[src/rtl/npc_pkg.sv]
// Shared next-PC definitions: op encoding, op width and default reset PC.
// The decode stage drives D_npc_op using the NPC_* constants from this package.
package npc_pkg;

    localparam int NPC_OP_W = 3;

    typedef logic [NPC_OP_W-1:0] npc_op_t;

    localparam npc_op_t NPC_PC4 = 3'd0;
    localparam npc_op_t NPC_BEQ = 3'd1;
    localparam npc_op_t NPC_BNE = 3'd2;
    localparam npc_op_t NPC_J   = 3'd3;
    localparam npc_op_t NPC_JR  = 3'd4;

    localparam logic [31:0] PC_RESET_DEFAULT = 32'h0000_3000;
    localparam int          PC_STEP_DEFAULT  = 4;

    // Conditional branches are the only ops that consult the compare result.
    function automatic logic is_cond_branch(input npc_op_t op);
        return (op == NPC_BEQ) || (op == NPC_BNE);
    endfunction

endpackage

[src/rtl/f_pc_npc_if.sv]
// D-stage to fetch next-PC bundle: branch/jump fields in, fetch PC and link out.
// master = decode/hazard side, slave = f_pc_npc.
interface f_pc_npc_if;
    import npc_pkg::*;

    logic        stall;
    npc_op_t     D_npc_op;
    logic [31:0] D_pc;
    logic [15:0] D_imm16;
    logic [25:0] D_index26;
    logic [31:0] D_rs_data;
    logic        D_cmp_eq;
    logic [31:0] F_pc;
    logic [31:0] D_link;
    logic        D_redirect;

    modport master (
        output stall, D_npc_op, D_pc, D_imm16, D_index26, D_rs_data, D_cmp_eq,
        input  F_pc, D_link, D_redirect
    );

    modport slave (
        input  stall, D_npc_op, D_pc, D_imm16, D_index26, D_rs_data, D_cmp_eq,
        output F_pc, D_link, D_redirect
    );

endinterface

[src/rtl/npc_calc.sv]
// Combinational redirect decision, target and link address for the D-stage instruction.
// All adds wrap modulo 2^32; jr targets are taken verbatim.
module npc_calc
    import npc_pkg::*;
(
    input  npc_op_t     npc_op,
    input  logic [31:0] pc,
    input  logic [15:0] imm16,
    input  logic [25:0] index26,
    input  logic [31:0] rs_data,
    input  logic        cmp_eq,
    output logic [31:0] target,
    output logic        redirect,
    output logic [31:0] link
);

    logic [31:0] br_offset;
    logic [31:0] br_target;
    logic [31:0] j_target;

    // Sign-extend before shifting so backward branches stay negative.
    assign br_offset = {{14{imm16[15]}}, imm16, 2'b00};
    assign br_target = pc + 32'd4 + br_offset;
    assign j_target  = {pc[31:28], index26, 2'b00};
    assign link      = pc + 32'd8;

    always_comb begin
        target   = br_target;
        redirect = 1'b0;
        unique case (npc_op)
            NPC_BEQ: begin
                target   = br_target;
                redirect = cmp_eq;
            end
            NPC_BNE: begin
                target   = br_target;
                redirect = !cmp_eq;
            end
            NPC_J: begin
                target   = j_target;
                redirect = 1'b1;
            end
            NPC_JR: begin
                target   = rs_data;
                redirect = 1'b1;
            end
            default: begin
                target   = br_target;
                redirect = 1'b0;
            end
        endcase
    end

endmodule

[src/rtl/f_pc_npc.sv]
// Fetch PC register with next-PC selection (delay-slot semantics, no flush).
// Optional branch statistics counters are built when NPC_BRANCH_STATS_EN is defined.
module f_pc_npc
    import npc_pkg::*;
#(
    parameter logic [31:0] PC_RESET = PC_RESET_DEFAULT,
    parameter int          PC_STEP  = PC_STEP_DEFAULT
) (
    input  logic        clk,
    input  logic        reset,
    f_pc_npc_if.slave   bus
`ifdef NPC_BRANCH_STATS_EN
    ,
    output logic [31:0] stat_branches,
    output logic [31:0] stat_taken
`endif
);

    logic [31:0] pc_q;
    logic [31:0] target;
    logic        redirect;
    logic [31:0] link;

    npc_calc u_calc (
        .npc_op   (bus.D_npc_op),
        .pc       (bus.D_pc),
        .imm16    (bus.D_imm16),
        .index26  (bus.D_index26),
        .rs_data  (bus.D_rs_data),
        .cmp_eq   (bus.D_cmp_eq),
        .target   (target),
        .redirect (redirect),
        .link     (link)
    );

    // Redirect lands one fetch late: the delay-slot instruction is already in F.
    always_ff @(posedge clk) begin
        if (reset) begin
            pc_q <= PC_RESET;
        end else if (bus.stall) begin
            pc_q <= pc_q;
        end else if (redirect) begin
            pc_q <= target;
        end else begin
            pc_q <= pc_q + 32'(PC_STEP);
        end
    end

    assign bus.F_pc       = pc_q;
    assign bus.D_link     = link;
    // Not stall-gated; consumers qualify with !stall.
    assign bus.D_redirect = redirect;

`ifdef NPC_BRANCH_STATS_EN
    logic cond_resolved;

    assign cond_resolved = !bus.stall && is_cond_branch(bus.D_npc_op);

    always_ff @(posedge clk) begin
        if (reset) begin
            stat_branches <= '0;
            stat_taken    <= '0;
        end else if (cond_resolved) begin
            if (stat_branches != '1) stat_branches <= stat_branches + 32'd1;
            if (redirect && (stat_taken != '1)) stat_taken <= stat_taken + 32'd1;
        end
    end
`endif

endmodule

[src/flat_wrapper.sv]
// flat-port wrapper written by rule: the top's interface ports become plain ports
module f_pc_npc_flat import npc_pkg::*;
#(
    parameter logic [31:0] PC_RESET = PC_RESET_DEFAULT,
    parameter int          PC_STEP  = PC_STEP_DEFAULT
)
  (clk, reset, bus_stall, bus_D_npc_op, bus_D_pc, bus_D_imm16, bus_D_index26, bus_D_rs_data, bus_D_cmp_eq, bus_F_pc, bus_D_link, bus_D_redirect);
  f_pc_npc_if bus_i ();
  input  logic clk;
  input  logic reset;
  input wire logic [$bits(bus_i.stall)-1:0] bus_stall;
  input wire logic [$bits(bus_i.D_npc_op)-1:0] bus_D_npc_op;
  input wire logic [$bits(bus_i.D_pc)-1:0] bus_D_pc;
  input wire logic [$bits(bus_i.D_imm16)-1:0] bus_D_imm16;
  input wire logic [$bits(bus_i.D_index26)-1:0] bus_D_index26;
  input wire logic [$bits(bus_i.D_rs_data)-1:0] bus_D_rs_data;
  input wire logic [$bits(bus_i.D_cmp_eq)-1:0] bus_D_cmp_eq;
  output wire logic [$bits(bus_i.F_pc)-1:0] bus_F_pc;
  output wire logic [$bits(bus_i.D_link)-1:0] bus_D_link;
  output wire logic [$bits(bus_i.D_redirect)-1:0] bus_D_redirect;
  assign bus_i.stall = bus_stall;
  assign bus_i.D_npc_op = bus_D_npc_op;
  assign bus_i.D_pc = bus_D_pc;
  assign bus_i.D_imm16 = bus_D_imm16;
  assign bus_i.D_index26 = bus_D_index26;
  assign bus_i.D_rs_data = bus_D_rs_data;
  assign bus_i.D_cmp_eq = bus_D_cmp_eq;
  assign bus_F_pc = bus_i.F_pc;
  assign bus_D_link = bus_i.D_link;
  assign bus_D_redirect = bus_i.D_redirect;
  f_pc_npc #(.PC_RESET(PC_RESET), .PC_STEP(PC_STEP)) u_core (.clk(clk), .reset(reset), .bus(bus_i));
endmodule
[config.mk]
export PLATFORM = sky130hd
export DESIGN_NAME = f_pc_npc_flat
export DESIGN_NICKNAME = d
export VERILOG_FILES = /design/src/rtl/npc_pkg.sv /design/src/rtl/f_pc_npc_if.sv /design/src/rtl/npc_calc.sv /design/src/rtl/f_pc_npc.sv /design/src/flat_wrapper.sv
export SDC_FILE = /design/constraint.sdc
export NUM_CORES = 1
export LEC_CHECK = 0
export CAP_MARGIN = 20
export CORE_ASPECT_RATIO = 0.5
export CORE_UTILIZATION = 40
export DETAILED_ROUTE_END_ITERATION = 8
export PLACE_DENSITY_LB_ADDON = 0.2
export SLEW_MARGIN = 30
export SYNTH_ARGS = -nofsm -noshare
export SYNTH_HDL_FRONTEND = slang
export SYNTH_SLANG_ARGS = --single-unit
[constraint.sdc]
create_clock -name clk -period 3.67 [get_ports clk]
set_clock_uncertainty 0.15 [all_clocks]
set_input_delay 0.734 -clock clk [delete_from_list [all_inputs] [get_ports clk]]
set_output_delay 0.734 -clock clk [all_outputs]
set_load 0.02 [all_outputs]
==> results.md, run 1 <==
STA:
- The final count of pins violating max slew is 0.
- In this run the tightest slew margin relative to its limit is 58.8%.
- The final critical-path setup slack is ~0.11 ns.
- The minimum clock period is 3.56 ns.
- The number of endpoints with negative hold slack in the final report is 0.
- At the pin with the least slew margin, the transition time is a little over 0.6 ns.
- The setup-violating endpoint count in the final report is 0.
- The highest clock frequency the design can meet is approximately 0.28 GHz.
- Setup repair after global routing left no endpoint under its margin.
- After layout, the worst path uses roughly 97% of the clock period.

Route:
- In the final routed layout, each cell accounts on average for about 17 microns.
- The number of vias in the routed layout is a little over 6000.
- After the first detailed-routing iteration, the DRC count stood at roughly 500.
- Dividing the detail-routed via count by the number of cells gives 5.73.
- The number of remaining DRC errors is 0.
- The count of nets left with antenna violations once routing finished came out at 0.
- The final wirelength is between 15000 and 20000 microns.
- The pre-antenna-repair detailed-routing pass consisted of 5 iterations.

Setup path:
- For this run, the slowest stage of the critical path takes 0.62 ns.
- The setup path with the least slack is of type in2out.
- Walking the worst path, the cells encountered are clkdlybuf4s50_1, nand4_1, nor2_2, buf_4, buf_4, buf_4, xor2_1, clkdlybuf4s50_1.
- The cell at the slowest stage of the critical path is sky130_fd_sc_hd__clkdlybuf4s50_1.
- Together, buffers and inverters on the worst path number 5.
- The data arrival time of the critical path is ~2.7 ns.
- The critical path data required time is between 2 and 3 ns.
- The maximum fanout count along the critical path is 3.
- The family with the most delay on the worst path is buffers and inverters.
- STA classifies the critical path endpoint as an output pin.
- The sort of element at the start of the critical path is an input port.
- By instance count, the cell type seen most on the critical path is sky130_fd_sc_hd__buf_4.

Worst hold path:
- The min-delay analysis places its worst path in the category reg2reg.

Power and ir drop:
- The ratio of total power to cell area is 270 nW/um^2.
- The maximum ir drop on the vdd rail is 163 uV.
- The static power due to leakage is roughly 3.2 nW.
- The total power after layout is just over 2 mW.

Clock network:
- No sink is reached through more buffers than the 2 on the longest clock path.
- The insertion delay to the later sink of the worst-skew pair is 0.28 ns.
- The CTS buffer count is 5.
- The library cell used as clock root buffer is sky130_fd_sc_hd__clkbuf_16.
- TritonCTS built the clock tree.
- For this design, the CTS-stage hold fixing added 0 buffers.
- The level count of the clock H-tree is 2.
- Clock-pin slew was measured on the worst setup and hold paths at around 0.050 ns.
- The clock drives 32 sinks.

Placement:
- Input and output buffers added on the ports amount to around 180.
- The area after detailed placement is roughly 7400 sq um.
- The congestion estimate from routability-driven global placement came to 0.898.
- The half-perimeter wire length of the detailed placement result is between 10000 and 15000 microns.
- The total instance count after detailed placement is around 1100.
- At the placement stage, the worst setup path has a slack of -0.582 ns.

Global routing:
- The maximum number of pins on one net before global-route repair is 42.
- In this run the most used layer during global routing was met2.
- The wire length of the first global-routing pass is between 20000 and 30000 microns.
- The global-route congestion overflow total is 0.
- The number of global-route vias before repair is 5738.
- The fraction of met3 tracks used by global routing is under 10%.
- Global routing used approximately 29% of the available tracks across all layers.
- In the global route stage, met2 resource usage came out at between 40% and 50%.
- Global routing consumed, on the met1 layer, 42.5% of the routing resources.
- The number of antenna violations at the first check in global routing is 0.

Yosys:
- The number of synthesized register bits is 32.
- The number of nets handed over by synthesis was between 800 and 900.
- After synthesis, the mean cell area works out to between 7 and 8 sq um.
- Of the post-synthesis cell area, the dominant cell type holds about 15%.
- The synthesized netlist occupies a cell area of approximately 5000 sq um.
- After synthesis, the share of flip-flops with an asynchronous set or reset is 0%.
- The most used flip-flop cell after synthesis is sky130_fd_sc_hd__dfxtp_1.
- By area the synthesized netlist is led by sky130_fd_sc_hd__ha_1 15%, sky130_fd_sc_hd__dfxtp_1 13%, sky130_fd_sc_hd__a21oi_1 7.4%.
- The number of unique standard cell types used by synthesis is just over 70.
- The number of enable flip-flop cells after synthesis is 0.
- Synthesis handed over a netlist of 684 instances.
- The part of the Yosys area used for sequential elements is approximately an eighth.
- The top cell type by total area after synthesis is sky130_fd_sc_hd__ha_1.
- The total number of yosys warnings is 0.

Layout:
- In the final layout, the share of cells above drive strength 1 is between 10% and 20%.
- Leaving out fill and tap cells, the most frequent cells in the layout are 154 x sky130_fd_sc_hd__clkdlybuf4s50_1, 97 x sky130_fd_sc_hd__buf_4, 71 x sky130_fd_sc_hd__a21oi_1.
- The final standard cell count with taps included and fillers excluded is around 1100.
- The number of filler instances in the final layout is roughly 1100.
- The number of nets in the finished design is around 1100.
- The flip-flop count of the largest register after layout is 32.
- Leaving out fill and tap cells, the most frequent cell in the layout is sky130_fd_sc_hd__clkdlybuf4s50_1.
- Summing all non-filler instances in the final layout gives an area of between 7000 and 8000 sq um.
- 0 antenna diodes ended up in the layout.
- The post-synthesis to final-layout area growth is 55.6%.

Floorplanning:
- The number of rows created at floorplan is 28.
- The die covers ~13000 sq um.
- In this run the count of I/O pins placed on the die edge is between 150 and 200.
- The floorplan step defined a core boundary enclosing about 12000 sq um.
- The starting density of the core is 41.4%.
- The die boundary width is 159 microns.
- The height of the die is just over 80 microns.

Status:
- The run finished with clean final reports.

Run:
- The number of max-cap violations is 0.
==> synth_stat cells (4+ instances only) <==
cell,n
sky130_fd_sc_hd__xor2_1,12
sky130_fd_sc_hd__o31ai_1,4
sky130_fd_sc_hd__nor2b_1,5
sky130_fd_sc_hd__xnor2_1,34
sky130_fd_sc_hd__and2_1,5
sky130_fd_sc_hd__a22oi_1,11
sky130_fd_sc_hd__nor3b_1,5
sky130_fd_sc_hd__o21ai_0,51
sky130_fd_sc_hd__buf_2,4
sky130_fd_sc_hd__o21bai_1,6
sky130_fd_sc_hd__clkbuf_1,31
sky130_fd_sc_hd__dfxtp_1,32
sky130_fd_sc_hd__nor3_1,24
sky130_fd_sc_hd__and4_1,7
sky130_fd_sc_hd__and3_1,18
sky130_fd_sc_hd__a221o_1,6
sky130_fd_sc_hd__inv_1,13
sky130_fd_sc_hd__nand3b_1,5
sky130_fd_sc_hd__o21a_1,4
sky130_fd_sc_hd__nand3_1,33
sky130_fd_sc_hd__a21o_1,17
sky130_fd_sc_hd__ha_1,59
sky130_fd_sc_hd__a221oi_1,14
sky130_fd_sc_hd__or3_1,6
sky130_fd_sc_hd__nand4_1,18
sky130_fd_sc_hd__a211oi_1,6
sky130_fd_sc_hd__a21oi_1,73
sky130_fd_sc_hd__nor4_1,6
sky130_fd_sc_hd__a31oi_1,13
sky130_fd_sc_hd__nand2_1,55
sky130_fd_sc_hd__nor2_1,46
sky130_fd_sc_hd__mux2i_1,5
==> layout make-up <==
cell class | count | area, sq um | share of cell area, %
inverters | 14 | 52.6 | 0.685
multi-input cells | 597 | 4160 | 54.2
flip-flops and latches | 32 | 641 | 8.35
repair buffers | 273 | 2450 | 31.9
clock inverters | 2 | 35.0 | 0.456
well taps | 165 | 206 | 2.69
clock buffers | 6 | 129 | 1.68
==> worst reg2reg max path, cell delays in order, from the launching register on <==
cell and delay [ns]:
sky130_fd_sc_hd__dfxtp_1 0.47, sky130_fd_sc_hd__nand4_1 0.29, sky130_fd_sc_hd__nor3_2 0.43, sky130_fd_sc_hd__and3_1 0.43
sky130_fd_sc_hd__a211oi_1 0.18, sky130_fd_sc_hd__nor4_1 0.33, sky130_fd_sc_hd__mux2i_1 0.15, sky130_fd_sc_hd__nand2_1 0.08
==> power breakdown <==
part,switching [mW],internal [mW],leakage [nW]
clock network,0.159,0.319,0.0808
registers,0.0422,0.380,0.263
logic,0.607,0.566,2.89
total,0.808,1.27,3.23
==> through the flow <==
stage / util [%] / hold slack [ns] / TNS [ns]
2_1_floorplan: - / 0.418 / 0
3_3_place_gp: 62.4 / 0.335 / -9.20
3_5_place_dp: 62.4 / 0.338 / -9.95
4_1_cts: 63.9 / 0.347 / -0.0195
5_1_grt: 64.4 / 0.390 / 0
6_report: 64.4 / 0.346 / 0
==> cells by family (layout without fill, tap and decap cells) <==
group | Yosys count | after routing | share of synthesized area [%]
AO/OA/AOI/OAI | 239 | 239 | 31.9
XOR/XNOR | 46 | 46 | 8.17
adder cells (fa/ha/maj) | 60 | 60 | 15.4
buffers and inverters | 55 | 295 | 4.67
flip-flops | 32 | 32 | 13.0
multiplexers | 5 | 5 | 1.01
AND/OR/NAND/NOR | 247 | 247 | 25.9
==> worst paths after layout <==
| check | from | depth (start not counted) | slack [ns] | endpoint |
|---|---|---|---|---|
| setup / recovery | bus_D_pc[6] | 8 | 0.11 | bus_D_link[10] |
| hold / removal | u_core.bus.F_pc[1]$_SDFFE_PP0P_ | 2 | 0.35 | u_core.bus.F_pc[1]$_SDFFE_PP0P_ |
| setup reg to reg | u_core.bus.F_pc[8]$_SDFFE_PP0N_ | 7 | 1.12 | u_core.bus.F_pc[25]$_SDFFE_PP0N_ |
| hold reg to reg | u_core.bus.F_pc[1]$_SDFFE_PP0P_ | 2 | 0.35 | u_core.bus.F_pc[1]$_SDFFE_PP0P_ |
==> what timing repair did <==
action	CTS	global route
pin swaps	9	9
gates cloned	0	0
gates resized for setup	83	19
buffers inserted	2	2
endpoints found under the setup margin	24	30
==> per-layer routing <==
metal / vias to the layer above / wire length, microns
li1: 3084 / -
met1: 2909 / 9310
met2: 236 / 7710
met3: 9 / 1420
met4: 0 / 91
met5: - / 0
(Power assumes the default switching activity.)
==> inputs of run 2 (changes only) <==
- HOLD_SLACK_MARGIN: unset -> 0.1
==> results of run 2 <==
Same layout as run 1: the final DEF is identical, and so are final timing and power.
==> inputs of run 3 (changes only) <==
- MAX_ROUTING_LAYER: unset -> met4
==> results.md, run 3 (same netlist as run 1, synthesis figures left out) <==
Status:
- The flow ran to the end, and the final reports show no timing, DRC or antenna violations.

Setup path:
- STA classifies the critical path startpoint as an input port.
- The maximum fanout count along the critical path is 6.
- At the worst endpoint, the required time is roughly 3.7 ns.
- The data arrival time of the critical path is ~3.5 ns.
- The kind of end point of the critical path is a flop.
- The critical path start-end classification is in2reg.

Power and ir drop:
- Summed over all cells, the static leakage comes to between 3 and 4 nW.
- The clock power share is a little under a quarter.
- Power comes to around 2.1 mW.
- The total internal power is about 1.3 mW.
- For this design the total switching power over the nets is between 0.8 and 0.9 mW.
- The register share of total power is approximately 20%.
- The logic gate share of total power is between 50% and 60%.
- The fraction of power spent switching nets is approximately 39%.
- Power spread over the standard cell area amounts to 271 nW/um^2.
- The maximum ir drop on the vdd rail is about 180 uV.

Layout:
- The utilization after layout is around 64%.
- In the layout the commonest cells are 154 x sky130_fd_sc_hd__clkdlybuf4s50_1, 92 x sky130_fd_sc_hd__buf_4, 69 x sky130_fd_sc_hd__a21oi_1.
- In the final design database the tool counted around 1100 nets.
- The register with the most flip-flops in the layout has 32 of them.
- The share of cells above drive strength 1 is between 10% and 20%.
- The area growth from synthesis to layout is 55.6%.
- The final standard cell count with taps included and fillers excluded is about 1100.
- The library cell used most frequently in the layout, excluding fill and tap cells, is sky130_fd_sc_hd__clkdlybuf4s50_1.
- Once layout is done, the placed cells without fillers occupy between 7000 and 8000 sq um.

STA:
- Setup repair after global routing left no endpoint under its margin.
- On the final layout, the worst hold slack is ~0.34 ns.
- The smallest clock period supported by the final layout is computed as about 3.5 ns.
- The final critical-path setup slack is about 0.17 ns.
- For the pin with the worst max-slew slack, the measured transition is roughly 0.6 ns.
- In this run the tightest slew margin relative to its limit is 59.1%.
- The number of endpoints with negative hold slack in the final report is 0.
- The final count of pins violating max slew is 0.
- The highest clock frequency the design can meet is around 0.29 GHz.
- The final critical path takes up a little over nine tenths of the cycle.
- The setup-violating endpoint count in the final report is 0.
- Summed over all failing endpoints, the final setup total negative slack is 0 ns.

Floorplanning:
- The area of the core region is ~12000 sq um.
- The die area is between 10000 and 15000 sq um.
- The floorplan has 28 rows.
- In this run the horizontal extent of the chip is between 150 and 200 microns.
- The starting density of the core is 41.4%.
- For this design the top-level I/O count stands at around 180.
- In this run the vertical extent of the chip is approximately 80 microns.

Placement:
- The routability congestion estimate from global placement is between 0.8 and 0.9.
- The total instance count after detailed placement is about 1100.
- The area after detailed placement is ~7400 sq um.
- The number of port buffers is about 180.
- The worst slack after detailed placement is -0.539 ns.
- The half-perimeter wire length of the detailed placement result is about 15000 microns.

Worst hold path:
- The class of the tightest hold or removal check is reg2reg.

Global routing:
- The maximum number of pins on one net before global-route repair is 42.
- The global-route congestion overflow total is 0.
- The wire length of the first global-routing pass is a little under 30000 microns.
- The number of global-route vias before repair is ~5600.
- The number of antenna violations at the first check in global routing is 1.
- Global routing consumed, over all layers together, between 20 and 30% of the routing resources.

Clock network:
- The tree is rooted in a sky130_fd_sc_hd__clkbuf_16.
- The total number of clock tree sinks is 32.
- The clock tree buffer depth is 2.
- The number of hold buffers added after CTS was 0.
- In this run, CTS created clock tree buffers numbering 5.
- The clock-pin slew on the worst setup and hold paths is ~0.05 ns.
- The clock tree from TritonCTS is done.
- In this run the number of H-tree levels came out at 2.
- The clock reaches the later pin of the worst-skew pair after 0.28 ns.

Route:
- The number of DRC violations after detailed-routing iteration 0 is about 550.
- Summing over every cut layer, the via total after detailed routing is between 6000 and 7000.
- The routed wire length per instance is roughly 17 microns.
- The number of search-and-repair iterations in the first detailed-routing pass is 5.
- The number of vias per cell is around 5.8.
- In this run the remaining antenna-violating nets after routing total 0.
- The number of remaining DRC errors is 0.
- The final wirelength is between 15000 and 20000 microns.

Run:
- The number of max-cap violations is 0.
## run 3: cell types whose count changed in the layout (fill, tap and decap cells not counted), sizes merged
cell,before,now
buf,108,103
clkbuf,7,9
clkdlybuf4s15,2,3
diode,0,1
dlygate4sd2,5,4
dlymetal6s2s,3,4
## run 3: repair_timing
item	4_1_cts	5_1_grt
pin swaps	9	13
setup buffers	0	4
setup endpoints to repair	26	30
resized for setup	74	24
## run 3: power groups by stage
stage	registers [mW]	logic [mW]	clock network (mW)
finish	0.423	1.18	0.476
global route	0.428	1.28	0.497
CTS	0.420	1.15	0.477
detailed placement	0.427	1.14	0
global placement	0.427	1.12	0
floorplan	0.457	0.554	0
## run 3: worst paths after layout
| kind | from | end | slack [ns] | cells after the start |
|---|---|---|---|---|
| setup / recovery | bus_D_pc[7] | u_core.bus.F_pc[26]$_SDFFE_PP0N_ | 0.17 | 12 |
| hold / removal | u_core.bus.F_pc[1]$_SDFFE_PP0P_ | u_core.bus.F_pc[1]$_SDFFE_PP0P_ | 0.34 | 2 |
| setup reg to reg | u_core.bus.F_pc[8]$_SDFFE_PP0N_ | u_core.bus.F_pc[26]$_SDFFE_PP0N_ | 1.22 | 7 |
| hold reg to reg | u_core.bus.F_pc[1]$_SDFFE_PP0P_ | u_core.bus.F_pc[1]$_SDFFE_PP0P_ | 0.34 | 2 |
## run 3: cell type report
| type | instances | area [sq um] |
|---|---|---|
| clock buffer | 6 | 129 |
| timing repair buffer | 271 | 2450 |
| sequential | 32 | 641 |
| clock inverter | 2 | 35.0 |
| inverter | 14 | 52.6 |
| fill | 1086 | 4240 |
| antenna | 1 | 2.50 |
| multi-input combinational | 597 | 4160 |
| tap | 165 | 206 |
## run 3: worst max-delay path: stages
cell and delay, ns:
sky130_fd_sc_hd__clkdlybuf4s50_1 0.43, sky130_fd_sc_hd__buf_4 0.16, sky130_fd_sc_hd__ha_1 0.32, sky130_fd_sc_hd__ha_4 0.28, sky130_fd_sc_hd__a21oi_1 0.14, sky130_fd_sc_hd__o211ai_1 0.17, sky130_fd_sc_hd__buf_4 0.18, sky130_fd_sc_hd__and4_1 0.20
sky130_fd_sc_hd__o211ai_1 0.33, sky130_fd_sc_hd__nand3_1 0.18, sky130_fd_sc_hd__mux2i_1 0.17, sky130_fd_sc_hd__a211oi_1 0.23
## run 3: routing by layer
layer	wire length (microns)	track usage, %	vias up
li1	-	-	3071
met1	8960	41.4	2931
met2	7940	44.8	294
met3	1840	5.58	9
met4	87	3.37	0
met5	0	-	-
